==> src/rtl/timeout_scheduler_pkg.sv <==
// Shared state encoding, default sizes and helpers for the timeout scheduler.
package timeout_scheduler_pkg;

    localparam int TS_NUM_REQ       = 4;
    localparam int TS_COUNTER_WIDTH = 8;
    localparam int IDX_W            = $clog2(TS_NUM_REQ);
    localparam int MAX_REQ          = 32;

    typedef enum logic [1:0] {
        IDLE = 2'd0,
        RUN  = 2'd1,
        DONE = 2'd2
    } state_e;

    function automatic logic [4:0] onehot_to_index(input logic [MAX_REQ-1:0] onehot);
        logic [4:0] idx;
        idx = 5'd0;
        for (int i = 0; i < MAX_REQ; i++) begin
            if (onehot[i]) begin
                idx = 5'(i);
            end else begin
                idx = idx;
            end
        end
        return idx;
    endfunction

endpackage

==> src/rtl/timeout_scheduler_rr_arbiter.sv <==
// Combinational winner selection for the shared timer.
// TIMEOUT_SCHEDULER_FIXED_PRIO_EN: lowest index wins and rr_ptr is ignored.
module timeout_scheduler_rr_arbiter
    import timeout_scheduler_pkg::*;
#(
    parameter int NUM_REQ = TS_NUM_REQ,
    parameter int IW      = IDX_W
) (
    input  logic [NUM_REQ-1:0] req,
    input  logic [IW-1:0]      rr_ptr,
    output logic [IW-1:0]      winner,
    output logic               valid
);

    logic [NUM_REQ-1:0] rot_s;
    int                 base_s;
    int                 sum_s;

`ifdef TIMEOUT_SCHEDULER_FIXED_PRIO_EN
    logic unused_ptr_s;
    assign unused_ptr_s = ^rr_ptr;
    assign rot_s        = req;
    assign base_s       = 0;
`else
    logic [2*NUM_REQ-1:0] dbl_s;
    // Rotate so that bit 0 of rot_s is the requester at rr_ptr.
    assign dbl_s  = {req, req};
    assign rot_s  = NUM_REQ'(dbl_s >> rr_ptr);
    assign base_s = int'(rr_ptr);
`endif

    // Lowest set bit of the rotated vector wins; map it back to a requester index.
    always_comb begin
        winner = {IW{1'b0}};
        sum_s  = 0;
        for (int i = NUM_REQ - 1; i >= 0; i--) begin
            if (rot_s[i]) begin
                sum_s = base_s + i;
                if (sum_s >= NUM_REQ) begin
                    winner = IW'(sum_s - NUM_REQ);
                end else begin
                    winner = IW'(sum_s);
                end
            end else begin
                winner = winner;
            end
        end
    end

    assign valid = |req;

endmodule

==> src/rtl/timeout_scheduler.sv <==
// One countdown timer shared by NUM_REQ requesters: arbitrate, load, count, pulse done.
// TIMEOUT_SCHEDULER_FIXED_PRIO_EN selects fixed lowest-index priority instead of round-robin.
module timeout_scheduler
    import timeout_scheduler_pkg::*;
#(
    parameter int NUM_REQ       = TS_NUM_REQ,
    parameter int COUNTER_WIDTH = TS_COUNTER_WIDTH
) (
    input  logic                             clk_in,
    input  logic                             reset,
    input  logic [NUM_REQ-1:0]               req,
    input  logic [NUM_REQ*COUNTER_WIDTH-1:0] value,
    output logic [NUM_REQ-1:0]               grant,
    output logic [NUM_REQ-1:0]               done,
    output logic                             busy,
    output logic [COUNTER_WIDTH-1:0]         counter
);

    localparam int REQ_IDX_W = $clog2(NUM_REQ);

    state_e                   state_r, state_nxt_s;
    logic [NUM_REQ-1:0]       grant_r, grant_nxt_s;
    logic [NUM_REQ-1:0]       done_r, done_nxt_s;
    logic [COUNTER_WIDTH-1:0] counter_r, counter_nxt_s;
    logic                     busy_r, busy_nxt_s;
    logic [COUNTER_WIDTH-1:0] load_val_s;
    logic [REQ_IDX_W-1:0]     rr_ptr_s;
    logic [REQ_IDX_W-1:0]     winner_s;
    logic                     win_valid_s;
    logic                     owner_req_s;

    timeout_scheduler_rr_arbiter #(
        .NUM_REQ (NUM_REQ),
        .IW      (REQ_IDX_W)
    ) u_arb (
        .req    (req),
        .rr_ptr (rr_ptr_s),
        .winner (winner_s),
        .valid  (win_valid_s)
    );

`ifdef TIMEOUT_SCHEDULER_FIXED_PRIO_EN
    assign rr_ptr_s = {REQ_IDX_W{1'b0}};
`else
    logic [REQ_IDX_W-1:0] rr_ptr_r, rr_ptr_nxt_s;

    // Pointer moves just past each new owner so it queues behind the others.
    always_comb begin
        rr_ptr_nxt_s = rr_ptr_r;
        if (state_r == IDLE && win_valid_s) begin
            if (winner_s == REQ_IDX_W'(NUM_REQ - 1)) begin
                rr_ptr_nxt_s = {REQ_IDX_W{1'b0}};
            end else begin
                rr_ptr_nxt_s = winner_s + REQ_IDX_W'(1);
            end
        end else begin
            rr_ptr_nxt_s = rr_ptr_r;
        end
    end

    // Round-robin pointer register.
    always_ff @(posedge clk_in or posedge reset) begin
        if (reset) begin
            rr_ptr_r <= {REQ_IDX_W{1'b0}};
        end else begin
            rr_ptr_r <= rr_ptr_nxt_s;
        end
    end

    assign rr_ptr_s = rr_ptr_r;
`endif

    // Reload count of the current arbitration winner.
    always_comb begin
        load_val_s = {COUNTER_WIDTH{1'b0}};
        for (int i = 0; i < NUM_REQ; i++) begin
            if (winner_s == REQ_IDX_W'(i)) begin
                load_val_s = value[i*COUNTER_WIDTH +: COUNTER_WIDTH];
            end else begin
                load_val_s = load_val_s;
            end
        end
    end

    assign owner_req_s = |(req & grant_r);

    // State and registered outputs.
    always_ff @(posedge clk_in or posedge reset) begin
        if (reset) begin
            state_r   <= IDLE;
            grant_r   <= {NUM_REQ{1'b0}};
            done_r    <= {NUM_REQ{1'b0}};
            counter_r <= {COUNTER_WIDTH{1'b0}};
            busy_r    <= 1'b0;
        end else begin
            state_r   <= state_nxt_s;
            grant_r   <= grant_nxt_s;
            done_r    <= done_nxt_s;
            counter_r <= counter_nxt_s;
            busy_r    <= busy_nxt_s;
        end
    end

    // Next-state logic; abort takes precedence over expiry in RUN.
    always_comb begin
        state_nxt_s = state_r;
        case (state_r)
            IDLE: begin
                if (!win_valid_s) begin
                    state_nxt_s = IDLE;
                end else if (load_val_s == {COUNTER_WIDTH{1'b0}}) begin
                    state_nxt_s = DONE;
                end else begin
                    state_nxt_s = RUN;
                end
            end
            RUN: begin
                if (!owner_req_s) begin
                    state_nxt_s = IDLE;
                end else if (counter_r <= COUNTER_WIDTH'(1)) begin
                    state_nxt_s = DONE;
                end else begin
                    state_nxt_s = RUN;
                end
            end
            DONE:    state_nxt_s = IDLE;
            default: state_nxt_s = IDLE;
        endcase
    end

    // Next values of the registered outputs.
    always_comb begin
        grant_nxt_s   = grant_r;
        counter_nxt_s = counter_r;
        case (state_r)
            IDLE: begin
                if (win_valid_s) begin
                    grant_nxt_s   = NUM_REQ'(1) << winner_s;
                    counter_nxt_s = load_val_s;
                end else begin
                    grant_nxt_s   = {NUM_REQ{1'b0}};
                end
            end
            RUN: begin
                if (!owner_req_s) begin
                    grant_nxt_s   = {NUM_REQ{1'b0}};
                    counter_nxt_s = {COUNTER_WIDTH{1'b0}};
                end else if (counter_r <= COUNTER_WIDTH'(1)) begin
                    counter_nxt_s = {COUNTER_WIDTH{1'b0}};
                end else begin
                    counter_nxt_s = counter_r - COUNTER_WIDTH'(1);
                end
            end
            DONE: begin
                grant_nxt_s = {NUM_REQ{1'b0}};
            end
            default: begin
                grant_nxt_s   = {NUM_REQ{1'b0}};
                counter_nxt_s = {COUNTER_WIDTH{1'b0}};
            end
        endcase
        if (state_nxt_s == DONE) begin
            done_nxt_s = grant_nxt_s;
        end else begin
            done_nxt_s = {NUM_REQ{1'b0}};
        end
        busy_nxt_s = (state_nxt_s != IDLE);
    end

    assign grant   = grant_r;
    assign done    = done_r;
    assign busy    = busy_r;
    assign counter = counter_r;

endmodule

==> config.mk <==
export PLATFORM = sky130hd
export DESIGN_NAME = timeout_scheduler
export DESIGN_NICKNAME = d
export VERILOG_FILES = /design/src/rtl/timeout_scheduler_pkg.sv /design/src/rtl/timeout_scheduler_rr_arbiter.sv /design/src/rtl/timeout_scheduler.sv
export SDC_FILE = /design/constraint.sdc
export NUM_CORES = 1
export LEC_CHECK = 0
export CAP_MARGIN = 20
export CORE_ASPECT_RATIO = 1.4
export CORE_MARGIN = 2
export CORE_UTILIZATION = 40
export DETAILED_ROUTE_END_ITERATION = 6
export GPL_TIMING_DRIVEN = 0
export PLACE_DENSITY = 0.74
export SYNTH_ARGS = -nofsm -noshare
export SYNTH_HDL_FRONTEND = slang
export SYNTH_SLANG_ARGS = --single-unit
==> constraint.sdc <==
create_clock -name clk_in -period 6.1 [get_ports clk_in]
set_input_delay 1.83 -clock clk_in [delete_from_list [all_inputs] [get_ports clk_in]]
set_output_delay 1.83 -clock clk_in [all_outputs]
set_load 0.03 [all_outputs]
==> results.ini, run 1 <==
[synthesis]
ys_seq_area_share_pct = 36.11
synth_most_common_cell = dfrtp_1
ys_warn_count = 0
synth_top_cell_by_area = dfrtp_1
ys_top_cells_by_count = 21 x dfrtp_1, 14 x nand2_1, 13 x nor2_1, 13 x o22ai_1, 9 x o21ai_1
syn_inst = 158
synth-main-ff-cell = dfrtp_1
synth_edf_count = 0
synth.ff_latch_count = 21
yosys.area.top_type_share_pct = 36.11
yosysUniqueCellTypes = 46
netlist_top_cells_area = dfrtp_1 36%, o22ai_1 5.6%, ha_1 5.2%, a221oi_2 4.1%, nand2_1 3.6%
netlist_area_mm2 = 0.001455
postSynth.asyncResetShare_pct = 100.0
syn_nets = 202
synth.avg_cell_area_um2 = 9.210

[clocking]
clk_latency_ps = 260
root_buffer = clkbuf_8
cts-resized-gates = 0
cts_buffer_depth = 2
cts_num_sinks = 21
h-tree-depth = 1
clk_pin_slew_ps = 80
cts-hold-fix-buffers = 0
cts_buffers = 3
post_cts_buffers = 0
cts_tree = yes

[grt]
grt_pass1_wl_mm = 6.913
grt_pass1_vias = 1495
grt_max_degree = 22
track_usage_pct = 22.71
overflow = 0
antenna_found_initial = 0

[hold_path]
hp-class = flop to flop
hold_start = counter[5]
hold_depth = 1
holdPathEnd = counter[5]

[floorplanning]
ios = 55
die_x_um = 54.98
die_h_um = 75.37
core_mm2 = 0.003441
dieArea_mm2 = 0.004143
start_util_pct = 42.29
rows = 25

[final_layout]
area_growth_pct = 43.77
fin_util_pct = 60.80
num-nets-final = 261
fillers = 325
antenna_cells = 0
drive_gt1_share_pct = 6.944
fin_area_mm2 = 0.002092

[routing]
drc = 0
wl_per_cell_um = 17.03
num_vias = 1520
ant_nets = 0
dr.pass1.iters = 7
routed_wl_mm = 4.359
drt-initial-drc-count = 36
avgViaCountPerCell = 5.938

[setup_path]
max_stage_delay_ps = 550
worst-path-buf-inv = 4
cp_max_fo = 7
critical_path_class = input port to flop
end_kind = flop
reg2reg_to = done[3]
reg2reg_from = rr_ptr_r[0]
arrival_ps = 5050
crit_family = compound AO/OA/AOI/OAI gates
crit_required_ps = 6270
worst_setup_path_start_kind = input port
r2r_slack_ps = 2950
critPathSlowestCell = or4_4
worst_path_most_repeated_cell = inv_1
crit_chain = clkdlybuf4s50_1 -> inv_1 -> nor2_1 -> a211o_1 -> a21oi_1 -> inv_1 -> ha_1 -> or2_1 -> buf_6 -> a221oi_1 -> o21ai_1 -> or4_4 -> a211oi_2
rr_worst_depth = 11

[pwr]
max-vdd-ir-drop_mv = 0.2746
leakagePower_uw = 0.0008612
p_total_uw = 1011
p_per_area_mw_per_mm2 = 483.1

[timing]
rsz0062_at_grt = no
fmax_ghz = 0.2051
worst-slew-pin-transition_ps = 802.0
slew_viol_final = 0
slew_headroom_pct = 46.48
setup_viol = 0
hold_viol_final = 0
fin_crit_sh_pct = 79.94
setup_slack_ps = 1224
fin_skew_ps = 4.101
fin_crit_ps = 4876
setup_tns_ps = 0

[place]
routabilityCongestion = 0.8930
placed_area_mm2 = 0.002046
dp_hpwl_mm = 3.548
place_ws_ps = 961.1
port_buffers = 54

[job]
maxCapViolCount = 0

[status]
status = finished, final reports clean

-- flip-flops by register name, summed over array words and instances (netlist names) --
| signal | count |
|---|---|
| state_r | 2 |
| done | 4 |
| counter | 8 |
| busy | 1 |
| grant | 4 |
| rr_ptr_r | 2 |
-- cell usage in the layout, fill, tap and decap left out, types with 3 or more instances in the layout --
master | Yosys | final
clkdlybuf4s50_1 | 0 | 54
dfrtp_1 | 21 | 21
nand2_1 | 14 | 14
nor2_1 | 13 | 13
o22ai_1 | 13 | 13
o21ai_1 | 9 | 9
inv_1 | 8 | 8
a21oi_1 | 7 | 7
ha_1 | 6 | 6
nand2b_1 | 4 | 4
a221oi_2 | 4 | 4
a22o_1 | 4 | 4
a211oi_2 | 3 | 3
or2_1 | 3 | 3
nor2b_1 | 3 | 3
o2bb2ai_1 | 3 | 3
a221oi_1 | 3 | 3
clkbuf_8 | 0 | 3
-- layout make-up --
type	count	area (µm²)	area share [%]
plain buffers	5	28.78	1.376
clock buffers	3	41.29	1.974
clock inverters	1	5.005	0.2392
inverters	9	33.78	1.615
multi-input cells	123	867.1	41.45
flip-flops and latches	21	525.5	25.12
well taps	40	50.05	2.392
repair buffers	54	540.5	25.84
-- how the worst max path moves through the flow --
stage,startpoint,endpoint,slack (ps),depth (start not counted)
final,req[0],done[3],1220,13
after global routing,req[0],done[3],1030,13
after floorplan,req[0],state_r[0],1770,12
after CTS,req[0],done[2],1230,13
after detailed placement,req[0],done[2],960,13
after global placement,req[0],done[3],1030,13
-- logic make-up (layout without fill, tap and decap cells) --
group	Yosys count	after routing	share of synthesized area, %
DFF	21	21	36.11
AOI/OAI and AO/OA	65	65	34.91
buffers and inverters	14	72	4.299
muxes	3	3	2.150
and+or+nand+nor	46	46	15.56
xor gates and xnor gates	3	3	1.806
adders and majority gates	6	6	5.159
-- worst reg2reg max path, delay by kind of cell, from the launching register on --
family	cells	cell delay (ps)
AND/OR/NAND/NOR	3	890
AO/OA/AOI/OAI	5	1230
flip-flops	1	400
buffers and inverters	2	250
adder cells (fa/ha/maj)	1	290
-- layer usage --
metal	share of wire (%)	wire (µm)	vias to the layer above	track usage [%]
li1	-	-	726	-
met1	40	1763	748	26.45
met4	1.3	55	0	5.962
met3	3.2	139	10	2.745
met2	55	2400	36	42.59
met5	0	0	-	0
-- metrics by stage --
step,hold WS (ps),instances
after floorplan,499.2,158
after detailed placement,516.2,252
after global placement,499.2,252
after global routing,566.4,256
after CTS,540.5,256
final,538.8,256
-- power breakdown --
part           total, µW  switching, µW  leakage (µW)  internal, µW
clock network       93.3           47.7     0.0000255          45.6
registers            237           48.8      0.000274           189
logic                680            388      0.000562           292
(Power assumes the default switching activity.)
==> run 2: changes to the inputs <==
clock period = 5.1 ns   (was 6.1 ns; I/O delays follow)
==> results of run 2 <==
The final DEF is identical to that of run 1. Status: finished, final reports clean.
Main changes from that run: setup slack after placement 961.1 ps -> 261.1 ps; setup slack after layout 1224 ps -> 523.6 ps; register-to-register setup slack 2950 ps -> 1950 ps; total power 1011 µW -> 1209 µW; worst IR drop on VDD 0.2746 mV -> 0.3284 mV
==> run 3: changes to the inputs <==
CORE_UTILIZATION = 43   (was 40)
PLACE_DENSITY = 0.78   (was 0.74)
==> run 3 against run 2 <==
First-iteration DRC count rose by 25%. Sequential share of layout area hardly changed. Hold slack worse by 16 ps. Non-clock buffer count unchanged. Worst setup slack better by 47 ps. Die area decreased by 6.5%. Fmax is 1.0% higher. Largest power group unchanged. Flip-flop and latch count unchanged. Final area grew 0.12%. Utilization rose by 2.4 points. Combinational power fell by 0.7%.
==> results.ini, run 3 (synthesis results as in run 1) <==
[grt]
antenna_found_initial = 0  ; unchanged
grt_pass1_vias = 1498  ; was 1495
overflow = 0  ; unchanged
grt_pass1_wl_mm = 7.072  ; was 6.913 mm
grt_max_degree = 22  ; unchanged
track_usage_pct = 24.27  ; was 22.71%

[hold_path]
hold_depth = 1  ; unchanged
hold_start = counter[5]  ; unchanged
hp-class = flop to flop  ; unchanged
holdPathEnd = counter[5]  ; unchanged

[clocking]
root_buffer = clkbuf_8  ; unchanged
clk_pin_slew_ps = 80  ; about the same
cts-hold-fix-buffers = 0  ; unchanged
cts_buffer_depth = 2  ; unchanged
cts-resized-gates = 0  ; unchanged
cts_tree = yes  ; unchanged
clk_latency_ps = 270  ; was 260 ps
cts_buffers = 3  ; unchanged
cts_num_sinks = 21  ; unchanged
h-tree-depth = 1  ; unchanged
post_cts_buffers = 0  ; unchanged

[timing]
slew_viol_final = 0  ; unchanged
hold_viol_final = 0  ; unchanged
fin_crit_ps = 4529  ; was 4576 ps
fin_skew_ps = 5.534  ; was 4.101 ps
slew_headroom_pct = 45.98  ; was 46.48%
worst-slew-pin-transition_ps = 809.4  ; was 802.0 ps
rsz0062_at_grt = no  ; unchanged
fmax_ghz = 0.2208  ; was 0.2185 GHz
setup_tns_ps = 0  ; unchanged
fin_crit_sh_pct = 88.81  ; was 89.73%
setup_viol = 0  ; unchanged

[floorplanning]
ios = 55  ; unchanged
rows = 25  ; unchanged
die_h_um = 72.83  ; was 75.37 µm
die_x_um = 53.17  ; was 54.98 µm
dieArea_mm2 = 0.003872  ; was 0.004143 mm²
core_mm2 = 0.003316  ; was 0.003441 mm²
start_util_pct = 43.89  ; was 42.29%

[setup_path]
r2r_slack_ps = 1980  ; was 1950 ps
end_kind = flop  ; unchanged
arrival_ps = 4710  ; was 4750 ps
critical_path_class = input port to flop  ; unchanged
rr_worst_depth = 11  ; unchanged
crit_required_ps = 5280  ; was 5270 ps
reg2reg_to = done[2]  ; was done[3]
reg2reg_from = rr_ptr_r[0]  ; unchanged
cp_max_fo = 7  ; unchanged
worst_setup_path_start_kind = input port  ; unchanged

[routing]
drc = 0  ; unchanged
dr.pass1.iters = 4  ; was 7
drt-initial-drc-count = 45  ; was 36
wl_per_cell_um = 16.50  ; was 17.03 µm
routed_wl_mm = 4.225  ; was 4.359 mm
avgViaCountPerCell = 5.863  ; was 5.938
ant_nets = 0  ; unchanged
num_vias = 1501  ; was 1520

[job]
maxCapViolCount = 0  ; unchanged

[final_layout]
layout_common_cells = 54 x clkdlybuf4s50_1, 21 x dfrtp_1, 14 x nand2_1, 13 x nor2_1, 13 x o22ai_1  ; unchanged
final_common_cell = clkdlybuf4s50_1  ; unchanged
drive_gt1_share_pct = 6.944  ; unchanged
largest_reg_flops = 8  ; unchanged
area_growth_pct = 43.94  ; was 43.77%
fin_area_mm2 = 0.002095  ; was 0.002092 mm²
num-nets-final = 261  ; unchanged
antenna_cells = 0  ; unchanged
multiInputGateArea_um2 = 867.1  ; unchanged
fillers = 303  ; was 325
seq_area_um2 = 525.5  ; unchanged

[status]
status = finished, final reports clean  ; unchanged

[place]
routabilityCongestion = 0.9129  ; was 0.8930
dp_hpwl_mm = 3.351  ; was 3.548 mm
placed_area_mm2 = 0.002046  ; unchanged
port_buffers = 54  ; unchanged

[pwr]
leakagePower_uw = 0.0008574  ; was 0.0008612 µW
p_per_area_mw_per_mm2 = 577.4  ; was 577.9 mW/mm²
max-vdd-ir-drop_mv = 0.3302  ; was 0.3284 mV

[run 3: cell count changes in the layout (fill, tap and decap cells not counted), sizes merged]
cell / previous run / this run
clkinv: 2 / 1
clkinvlp: 0 / 1
[run 3: area by class of cell]
cell class	count	share of cell area (%)
Clock buffer	3	1.971
Multi-Input combinational cell	123	41.40
Inverter	9	1.613
Tap cell	40	2.389
Clock inverter	1	0.3584
Timing Repair Buffer	54	25.81
Sequential cell	21	25.09
Buffer	5	1.374
[run 3: worst max path at each step]
stage	from	to	slack, ps	cells after the start
after floorplan	req[0]	state_r[0]	1070	12
final	req[0]	done[2]	570	13
after CTS	req[0]	done[2]	560	13
after detailed placement	req[0]	done[2]	290	13
after global routing	req[0]	done[2]	300	13
after global placement	req[0]	state_r[0]	400	13
[run 3: stage by stage]
stage | std cells | hold slack, ps | total power [µW] | worst slack, ps | util [%]
after floorplan | 158 | 499.2 | 846.8 | 1070 | -
after global routing | 256 | 539.7 | 1311 | 301.2 | 63.17
after global placement | 252 | 508.1 | 1071 | 396.9 | 61.70
after CTS | 256 | 525.3 | 1203 | 561.7 | 63.17
final | 256 | 522.8 | 1209 | 570.6 | 63.17
after detailed placement | 252 | 508.7 | 1089 | 291.2 | 61.70
[run 3: worst max-delay path, stage by stage]
cell,delay (ps)
clkdlybuf4s50_1,470
inv_1,100
nor2_1,60
a211o_1,270
a21oi_1,290
inv_1,110
ha_1,270
or2_1,260
buf_6,140
a221oi_2,230
o22ai_1,140
or4_4,610
a211oi_2,230
[run 3: routing by layer]
layer,GRT usage (%),wire length [µm]
met1,30.07,1645
met2,43.47,2277
met3,2.459,246
met4,7.123,55
met5,0,0
[run 3: power breakdown]
group          total (µW)  switching (µW)  internal, µW
registers             286            61.1           225
clock network         115            60.1          55.3
logic                 807             459           349
total                1210             580           630
